## config.mk

```make
export PLATFORM = sky130hd
export DESIGN_NAME = dmem_access_unit
export DESIGN_NICKNAME = d
export VERILOG_FILES = /design/src/rtl/core_pkg.sv /design/src/rtl/dmem_lane_align.sv /design/src/rtl/dmem_access_unit.sv
export SDC_FILE = /design/constraint.sdc
export NUM_CORES = 1
export LEC_CHECK = 0
export CAP_MARGIN = 30
export CORE_ASPECT_RATIO = 1.75
export CORE_MARGIN = 4
export CORE_UTILIZATION = 30
export CTS_CLUSTER_DIAMETER = 80
export CTS_CLUSTER_SIZE = 28
export DETAILED_ROUTE_END_ITERATION = 8
export PLACE_DENSITY = 0.67
export RECOVER_POWER = 25
export SYNTH_ARGS = -nofsm -noshare
export SYNTH_HDL_FRONTEND = slang
export SYNTH_SLANG_ARGS = --single-unit
```

## constraint.sdc

```tcl
create_clock -name clk -period 2.11 [get_ports clk]
set_input_delay 0.211 -clock clk [delete_from_list [all_inputs] [get_ports clk]]
set_output_delay 0.211 -clock clk [all_outputs]
set_load 0.01 [all_outputs]
```

## src/rtl/core_pkg.sv

```systemverilog
// core_pkg: shared types and constants for the RV32I core.
// Holds the data-memory FSM states, funct3 width codes and the default watchdog limit.
package core_pkg;

   typedef enum logic [1:0] {
      IDLE,
      REQ,
      WAIT,
      DONE
   } dmem_state_t;

   localparam logic [2:0] F3_B  = 3'b000;
   localparam logic [2:0] F3_H  = 3'b001;
   localparam logic [2:0] F3_W  = 3'b010;
   localparam logic [2:0] F3_BU = 3'b100;
   localparam logic [2:0] F3_HU = 3'b101;

   localparam int TO_CYCLES_DEF = 255;

   // Low funct3 bits give the access size: 01 half, 10 word.
   function automatic logic misaligned(
      input logic [1:0] sz,
      input logic [1:0] off
   );
      return ((sz == 2'b01) && off[0]) ||
             ((sz == 2'b10) && (off != 2'b00));
   endfunction

endpackage

```

## src/rtl/dmem_lane_align.sv

```systemverilog
// dmem_lane_align: byte-lane steering for stores and lane extract/extend for loads.
// Ports: funct3/offset select size and lane; st_* store path; ld_* load path. Combinational.
module dmem_lane_align
   import core_pkg::*;
(
   input  logic [2:0]  funct3,
   input  logic [1:0]  offset,
   input  logic        is_store,
   input  logic [31:0] st_data,
   output logic [31:0] st_word,
   output logic [3:0]  st_strb,
   input  logic [31:0] ld_word,
   output logic [31:0] ld_data
);

   logic [31:0] shifted;

   always_comb begin
      st_word = st_data;
      st_strb = 4'b0000;
      if (is_store) begin
         unique case (funct3[1:0])
            2'b00: begin
               st_word = {4{st_data[7:0]}};
               st_strb = 4'b0001 << offset;
            end
            2'b01: begin
               st_word = {2{st_data[15:0]}};
               st_strb = offset[1] ? 4'b1100 : 4'b0011;
            end
            default: st_strb = 4'b1111;
         endcase
      end
   end

   assign shifted = ld_word >> {offset, 3'b000};

   always_comb begin
      ld_data = ld_word;
      unique case (funct3)
         F3_B:  ld_data = {{24{shifted[7]}}, shifted[7:0]};
         F3_BU: ld_data = {24'h0, shifted[7:0]};
         F3_H:  ld_data = {{16{shifted[15]}}, shifted[15:0]};
         F3_HU: ld_data = {16'h0, shifted[15:0]};
         default: ld_data = ld_word;
      endcase
   end

endmodule

```

## src/rtl/dmem_access_unit.sv

```systemverilog
// dmem_access_unit: MEM-stage data-memory controller; valid/ready request, pipeline freeze,
// store steering and load alignment. Ports: EX/MEM controls in, DMem_* bus, MemStall/
// MemRData/MisalignErr to pipeline. Optional watchdog: define DMEM_TIMEOUT_EN.
module dmem_access_unit
   import core_pkg::*;
#(
   parameter int ADDR_W    = 32,
   parameter int DATA_W    = 32,
   parameter int TO_CYCLES = TO_CYCLES_DEF
) (
   input  logic              clk,
   input  logic              rst,
   input  logic              ExMem_MemRead,
   input  logic              ExMem_MemWrite,
   input  logic [2:0]        ExMem_Funct3,
   input  logic [ADDR_W-1:0] ExMem_Addr,
   input  logic [DATA_W-1:0] ExMem_WData,
   output logic              DMem_Req,
   input  logic              DMem_Ready,
   output logic              DMem_We,
   output logic [ADDR_W-1:0] DMem_Addr,
   output logic [DATA_W-1:0] DMem_WData,
   output logic [3:0]        DMem_WStrb,
   input  logic              DMem_RValid,
   input  logic [DATA_W-1:0] DMem_RData,
   output logic              MemStall,
   output logic [DATA_W-1:0] MemRData,
   output logic              MisalignErr
);

   dmem_state_t state, nxt;

   logic              acc, mis, start, we_in, req, from_in;
   logic              we_q, to_hit, to_err;
   logic [2:0]        f3_q, f3_sel;
   logic [1:0]        off_q, off_sel;
   logic [3:0]        wstrb_q, st_strb;
   logic [ADDR_W-1:0] addr_q;
   logic [DATA_W-1:0] wdata_q, rdata_q, st_word, ld_data;

   assign acc     = ExMem_MemRead | ExMem_MemWrite;
   assign we_in   = ExMem_MemWrite & ~ExMem_MemRead;
   assign mis     = acc & misaligned(ExMem_Funct3[1:0], ExMem_Addr[1:0]);
   assign start   = acc & ~mis & ~rst;
   assign from_in = (state == IDLE);

   // Outside IDLE the load extract must use the fields latched at issue.
   assign f3_sel  = from_in ? ExMem_Funct3 : f3_q;
   assign off_sel = from_in ? ExMem_Addr[1:0] : off_q;

   dmem_lane_align u_align (
      .funct3   (f3_sel),
      .offset   (off_sel),
      .is_store (we_in),
      .st_data  (ExMem_WData),
      .st_word  (st_word),
      .st_strb  (st_strb),
      .ld_word  (DMem_RData),
      .ld_data  (ld_data)
   );

`ifdef DMEM_TIMEOUT_EN
   logic [7:0] cnt;
   logic       to_q;

   assign to_hit = ((state == REQ  && !DMem_Ready) ||
                    (state == WAIT && !DMem_RValid)) &&
                   (cnt == 8'(TO_CYCLES - 1));
   assign to_err = to_q;

   always_ff @(posedge clk) begin
      if (rst) begin
         cnt  <= '0;
         to_q <= 1'b0;
      end else begin
         to_q <= to_hit;
         if (nxt != state)
            cnt <= '0;
         else if (state == REQ || state == WAIT)
            cnt <= cnt + 8'd1;
      end
   end
`else
   assign to_hit = 1'b0;
   assign to_err = 1'b0;
`endif

   always_comb begin
      nxt = state;
      req = 1'b0;
      unique case (state)
         IDLE: if (start) begin
            req = 1'b1;
            nxt = DMem_Ready ? WAIT : REQ;
         end
         REQ: begin
            req = 1'b1;
            if (DMem_Ready)  nxt = WAIT;
            else if (to_hit) nxt = DONE;
         end
         WAIT: if (DMem_RValid || to_hit) nxt = DONE;
         DONE: nxt = IDLE;
         default: nxt = IDLE;
      endcase
   end

   always_ff @(posedge clk) begin
      if (rst) begin
         state   <= IDLE;
         addr_q  <= '0;
         wdata_q <= '0;
         wstrb_q <= '0;
         we_q    <= 1'b0;
         f3_q    <= '0;
         off_q   <= '0;
         rdata_q <= '0;
      end else begin
         state <= nxt;
         if (from_in && start) begin
            addr_q  <= {ExMem_Addr[ADDR_W-1:2], 2'b00};
            wdata_q <= st_word;
            wstrb_q <= st_strb;
            we_q    <= we_in;
            f3_q    <= ExMem_Funct3;
            off_q   <= ExMem_Addr[1:0];
         end
         // Result lives only in DONE so idle and error cycles retire zero.
         if (state == WAIT && DMem_RValid)
            rdata_q <= we_q ? '0 : ld_data;
         else if (state == DONE || to_hit)
            rdata_q <= '0;
      end
   end

   assign DMem_Req    = req;
   assign DMem_We     = req & (from_in ? we_in : we_q);
   assign DMem_Addr   = !req ? '0 :
                        from_in ? {ExMem_Addr[ADDR_W-1:2], 2'b00} : addr_q;
   assign DMem_WData  = !req ? '0 : from_in ? st_word : wdata_q;
   assign DMem_WStrb  = !req ? '0 : from_in ? st_strb : wstrb_q;
   assign MemStall    = start & (state != DONE);
   assign MemRData    = rdata_q;
   assign MisalignErr = (from_in & mis & ~rst) | to_err;

endmodule

```

Word-level counts from Yosys, hierarchy flattened
Index checks and enable logic that the tools add are counted.
{"block": "word_totals", "out_inout_bits": 104, "register_bits": 106, "word_cells": 71, "inputBits": 105}
{"block": "classes", "n_shift": 2, "muxes": 25, "eq_ne": 13, "n_reduce_logical": 11, "bitwise": 12}
{"op": "2-to-1 mux 32 bit", "count": 8}
{"op": "case mux 32 bit (4 select lines)", "count": 1}
{"op": "case mux 32 bit (2 select lines)", "count": 1}
{"op": "right shift 32 x 5 -> 16 bit", "count": 1}
{"op": "2-to-1 mux 4 bit", "count": 4}
{"op": "2-to-1 mux 2 bit", "count": 5}
{"op": "AND 1 bit", "count": 8}
{"op": "!= test 2 bit, second input constant", "count": 4}
{"op": "case mux 2 bit (4 select lines)", "count": 1}
{"op": "case mux 4 bit (2 select lines)", "count": 1}
{"op": "equality test 2 x 1 -> 1 bit, second input constant", "count": 3}
{"op": "equality test 2 bit, second input constant", "count": 3}
{"op": "equality test 3 bit, second input constant", "count": 2}
{"op": "logical AND 1 bit", "count": 4}
{"op": "zero test 2 bit", "count": 2}
{"op": "nonzero test 2 bit", "count": 2}
{"op": "left shift 1 x 2 -> 4 bit, first input constant", "count": 1}
{"op": "equality test 3 x 1 -> 1 bit, second input constant", "count": 1}
{"op": "zero test 3 bit", "count": 1}
{"op": "2-to-1 mux 3 bit", "count": 1}
{"op": "inverter 1 bit", "count": 3}
{"op": "AND reduction 3 bit", "count": 1}
{"op": "2-to-1 mux 1 bit", "count": 2}
{"op": "case mux 1 bit (2 select lines)", "count": 1}
{"op": "other kinds (2)", "count": 2}

Logic depth before layout (Yosys ltp)
{"block": "depth", "depth_word": 10, "ltp_mapped": 10, "depth_no_buf": 7}

By module
From an unflattened synthesis, not the netlist that was laid out.
{"block": "unflattened", "hier_cells": 818, "area_unflattened_um2": 6164.7}
{"module": "dmem_access_unit", "area_each_um2": 4842.1, "seq_area_each_um2": 2122.0, "n_inst": 1, "cells_each": 614}
{"module": "dmem_lane_align", "area_each_um2": 1322.5, "seq_area_each_um2": 0.0, "n_inst": 1, "cells_each": 204}

Worst setup path before layout
No wires, ideal clock.
{"block": "synth_path", "path_type": "reg2out", "start": "register state[0]", "end": "output DMem_WData[10]", "setup_slack_ns": -0.247, "path_buffers": 2, "stages_incl_launch_ff": 10, "arrival_time_ns": 2.146, "required_time_ns": 1.899, "path_cell_list": "dfxtp_1 inv_1 ha_1 buf_4 mux2i_1 and2_1 buf_2 nand2_4 mux2i_1 a211oi_1"}
{"block": "synth_between", "elab_chain_cells": 7, "elab_cells_between_ends": 10, "classes_between": "2 x eq/ne; 6 x mux; 2 x reduce/logical"}
{"element": "start, declared", "line": "dmem_access_unit.sv:31", "source": "dmem_state_t state, nxt;"}
{"element": "start signal, assigned", "line": "dmem_access_unit.sv:118", "source": "state <= nxt;"}
{"element": "zero test 2 bit", "line": "dmem_access_unit.sv:45, dmem_access_unit.sv:91"}
{"element": "2-to-1 mux 3 bit", "line": "dmem_access_unit.sv:48", "source": "assign f3_sel = from_in ? ExMem_Funct3 : f3_q;"}
{"element": "equality test 2 x 1 -> 1 bit or zero test 2 bit (tied branches)", "line": "dmem_lane_align.sv:22", "source": "unique case (funct3[1:0])"}
{"element": "case mux 32 bit (2 select lines)", "line": "dmem_lane_align.sv:22"}
{"element": "2-to-1 mux 32 bit", "line": "dmem_lane_align.sv:21", "source": "if (is_store) begin"}
{"element": "2-to-1 mux 32 bit", "line": "dmem_access_unit.sv:139", "source": "assign DMem_WData = !req ? '0 : from_in ? st_word : wdata_q;"}
{"element": "2-to-1 mux 32 bit (*)", "line": "dmem_access_unit.sv:139"}
{"element": "end, declared", "line": "dmem_access_unit.sv:22", "source": "output logic [DATA_W-1:0] DMem_WData,"}
Mark *: on every way between the ends. The rest lies on a longest branch, timed or not.

Final worst setup path
{"block": "layout_path", "start": "register state[0]", "end": "output DMem_WData[8]"}
Same word-level chain as after synthesis.

==> summary by stage <==
Status
The flow ran to the end, but the final reports show violations. The checks that failed: setup timing.

Clock network
The post-cts hold buffer count is 0. The CTS clock-pin slew for the worst setup and hold paths is roughly 80 ps. The insertion delay of the later-clocked pin in the worst-skew pair is ~360 ps. The longest clock path from root to sink contains 2 buffers.

The H-tree depth is 3. The TritonCTS sink count is about 110. Clock tree synthesis inserted a total of 9 buffers.

TritonCTS built the clock tree. The clock tree root driver cell is clkbuf_16.

GRT
The maximum number of pins on one net before global-route repair is 89. For met3 alone, demand over resource in global routing was 0.0369. In the global route stage, met1 resource usage came out at 0.240. The number of antenna violations at the first check in global routing is 1.

For this run, the total global-route usage over all layers was measured as 0.222. The most heavily used metal layer in global routing is met2. For this run, global-route usage on met2 was measured as 0.401. The via count of the first global-routing pass is around 7.3k. The first global-routing pass estimated 39600 µm of wire. The total overflow left after global routing is 0.

Logic synthesis
The share of Yosys cell area claimed by the top area cell type is 0.348. The cell count after synthesis is 776. The number of warning messages in the yosys log is 0. The average instance in the mapped netlist occupies 7.86 µm². In the synthesized netlist the dominant register cell turns out to be dfxtp_1. The mapped cell area is a little over 0.006 mm². After synthesis the netlist holds a flip-flop and latch count of around 110. The leading area contributor after synthesis is dfxtp_1.

The fraction of synthesis flops using an asynchronous set or reset pin is 0. The synthesized design contains 0 enable-type register cells. For this run, the register share of the synthesized area comes to 0.348. The number of distinct library cells after synthesis is 50. By area the synthesized netlist is led by dfxtp_1 (35%), mux2i_1 (11%), nand2_1 (9.7%), a21oi_1 (6.7%), a211oi_1 (6.2%).

Power and ir drop
The worst ir drop on vdd is 0.930 mV. In this run the static leakage power is 4.79 nW. The total power divided by cell area is 1310 mW/mm². Total power for the finished layout comes to approximately 16 mW.

Route
The via count normalized by instance count is roughly 5.4. The post-detailed-route DRC marker count is 0. The remaining antenna violation count is 0. The DRC marker count from the first detailed-route iteration is about 570. The wire length per cell is 20.0 µm. The via count of the routed design is 7329. For this block, the routed nets add up to between 20000 and 30000 µm of wire. The first detailed-routing pass ran for 5 iterations.

Layout
In the layout the commonest cells are nand2_1 (151), clkdlybuf4s50_1 (105), dfxtp_1 (104), buf_4 (99), buf_6 (67). The net count of the finished layout is 1215. The filler cells instantiated in the layout total between 1.5k and 2k. The fraction of final layout cells sized beyond drive strength 1 is 0.429. Leaving out fill and tap cells, the most frequent cell in the layout is nand2_1. The multi-input combinational cells in the finished layout cover a total of between 0.005 and 0.006 mm².

The count of non-filler cells in the finished layout is ~1.4k. Once layout is complete, the utilization of the core stands at 0.598. After routing the design area is between 0.01 and 0.015 mm².

The storage element area is between 0.002 and 0.0025 mm². The area growth from synthesis to layout is 94.3%.

Run
Across the run, the number of max-cap violations was 0.

Critical path
The worst setup path is launched from a flop. At the worst endpoint, the arrival time is about 2300 ps. The worst setup path is captured at an output pin.

The maximum fanout along the worst path is 8. By startpoint and endpoint, the worst setup path is classified as flop to output pin. At the worst endpoint, the required time is about 1900 ps.

STA
The final hold slack is approximately 340 ps. Timing would allow up to roughly 410 MHz. Setup repair after global routing could not meet its margin everywhere. Adding up every negative setup slack in the final design gives -17580 ps. The worst pin sits at a relative slew slack of 0.556. Setup violations remaining at the end of the flow were counted as 99.

The post-route clock period utilization is 1.17. The final critical-path required period is ~2500 ps. The final count of hold timing violations is 0. The total count of max-transition violations in the final report came to 0. Between clock sinks in the finished design, the worst skew comes to ~8.3 ps. In the post-route analysis, the smallest setup slack over all paths is -352 ps. At the pin with the least slew margin, the transition time is about 670 ps.

Placement
The post-DP HPWL is between 15000 and 20000 µm. During placement, the flow inserted port buffers numbering a little over 200. Summing all placed instances gives a cell area of about 0.0091 mm². In this run, placement finished with an instance count of ~1.3k.

The pre-CTS setup slack is -614 ps. Routability-driven placement finished with a final weighted congestion of approximately 0.83.

Floorplanning
In this run the horizontal extent of the chip is between 100 and 150 µm. In this run the standard cell core region covers around 0.020 mm². The floorplan has slightly below 70 rows. The floorplan step defined a die boundary enclosing roughly 0.023 mm². The vertical die dimension is roughly 200 µm.

The effective utilization at floorplan is 0.307. Pin placement for this block handled between 200 and 250 I/O pins.

Worst hold path
The worst hold path class is input pin to flop.
[cells by family after synthesis]
group	count (synthesis)	synth area share
simple gates	282	0.190
other cells	1	0.000615
flops	106	0.348
fa+ha+maj	4	0.00821
xor+xnor	1	0.00144
compound gates	220	0.246
mux	87	0.150
buf+inv	75	0.0554
[synthesized netlist by cell type (3+ instances only)]
cell type,count
a31oi_1,11
nor2_1,93
a311oi_2,11
mux2_1,7
nand3b_1,3
clkbuf_1,33
buf_4,5
buf_2,24
or3_1,11
nand2_1,157
a21oi_1,81
buf_1,4
inv_1,7
a211oi_1,50
nand3_1,3
mux2i_1,68
o211ai_1,9
a311oi_1,6
dfxtp_1,106
o22ai_1,8
o21ai_0,18
a21o_1,11
ha_1,4
mux2_2,10
a22oi_1,7
[critical path: stages, from the launching register on]
cell and delay [ps]:
dfxtp_2 330, inv_2 70, ha_4 240, mux2i_4 300, and2_4 250, nand2_8 110, mux2i_2 330, a211oi_2 110
buf_2 160
[layout make-up]
cell class / instances / share of cell area
sequential: 106 / 0.179
clock inverter: 6 / 0.00486
tap: 245 / 0.0259
multi-input combinational: 596 / 0.425
clock buffer: 10 / 0.0193
inverter: 8 / 0.00317
antenna: 1 / 0.000211
timing repair buffer: 385 / 0.342
[flip-flops by register name, indices dropped and copies added, names as in the netlist]
name	count
we_q	1
off_q	2
MemRData	32
wstrb_q	4
state	2
addr_q	30
f3_q	3
wdata_q	32
[worst paths after layout]
path                    from       endpoint  slack [ps]  depth (start not counted)
max                 state[0]  DMem_WData[8]        -350                          8
min          ExMem_Funct3[0]        f3_q[0]         340                          3
max reg2reg         state[0]   MemRData[18]        -250                         10
min reg2reg      MemRData[6]    MemRData[6]         450                          1
[per-layer routing]
layer,part of all wire,vias to the layer above,routed length [µm]
li1,-,3431,-
met1,0.36,3511,9730
met2,0.53,298,14500
met3,0.053,89,1430
met4,0.057,0,1550
met5,0,-,0
[power breakdown]
group	leakage, nW	internal, mW	total, mW	switching [mW]
clock network	0.141	0.832	1.71	0.874
registers	0.864	2.29	2.48	0.189
logic	3.78	6.12	11.3	5.21
[repair_timing]
action	4_1_cts	5_1_grt
resized for setup	504	174
setup buffers	45	42
cloned	11	5
setup endpoints to repair	174	109
pin swaps	71	72
(Power assumes the default switching activity.)
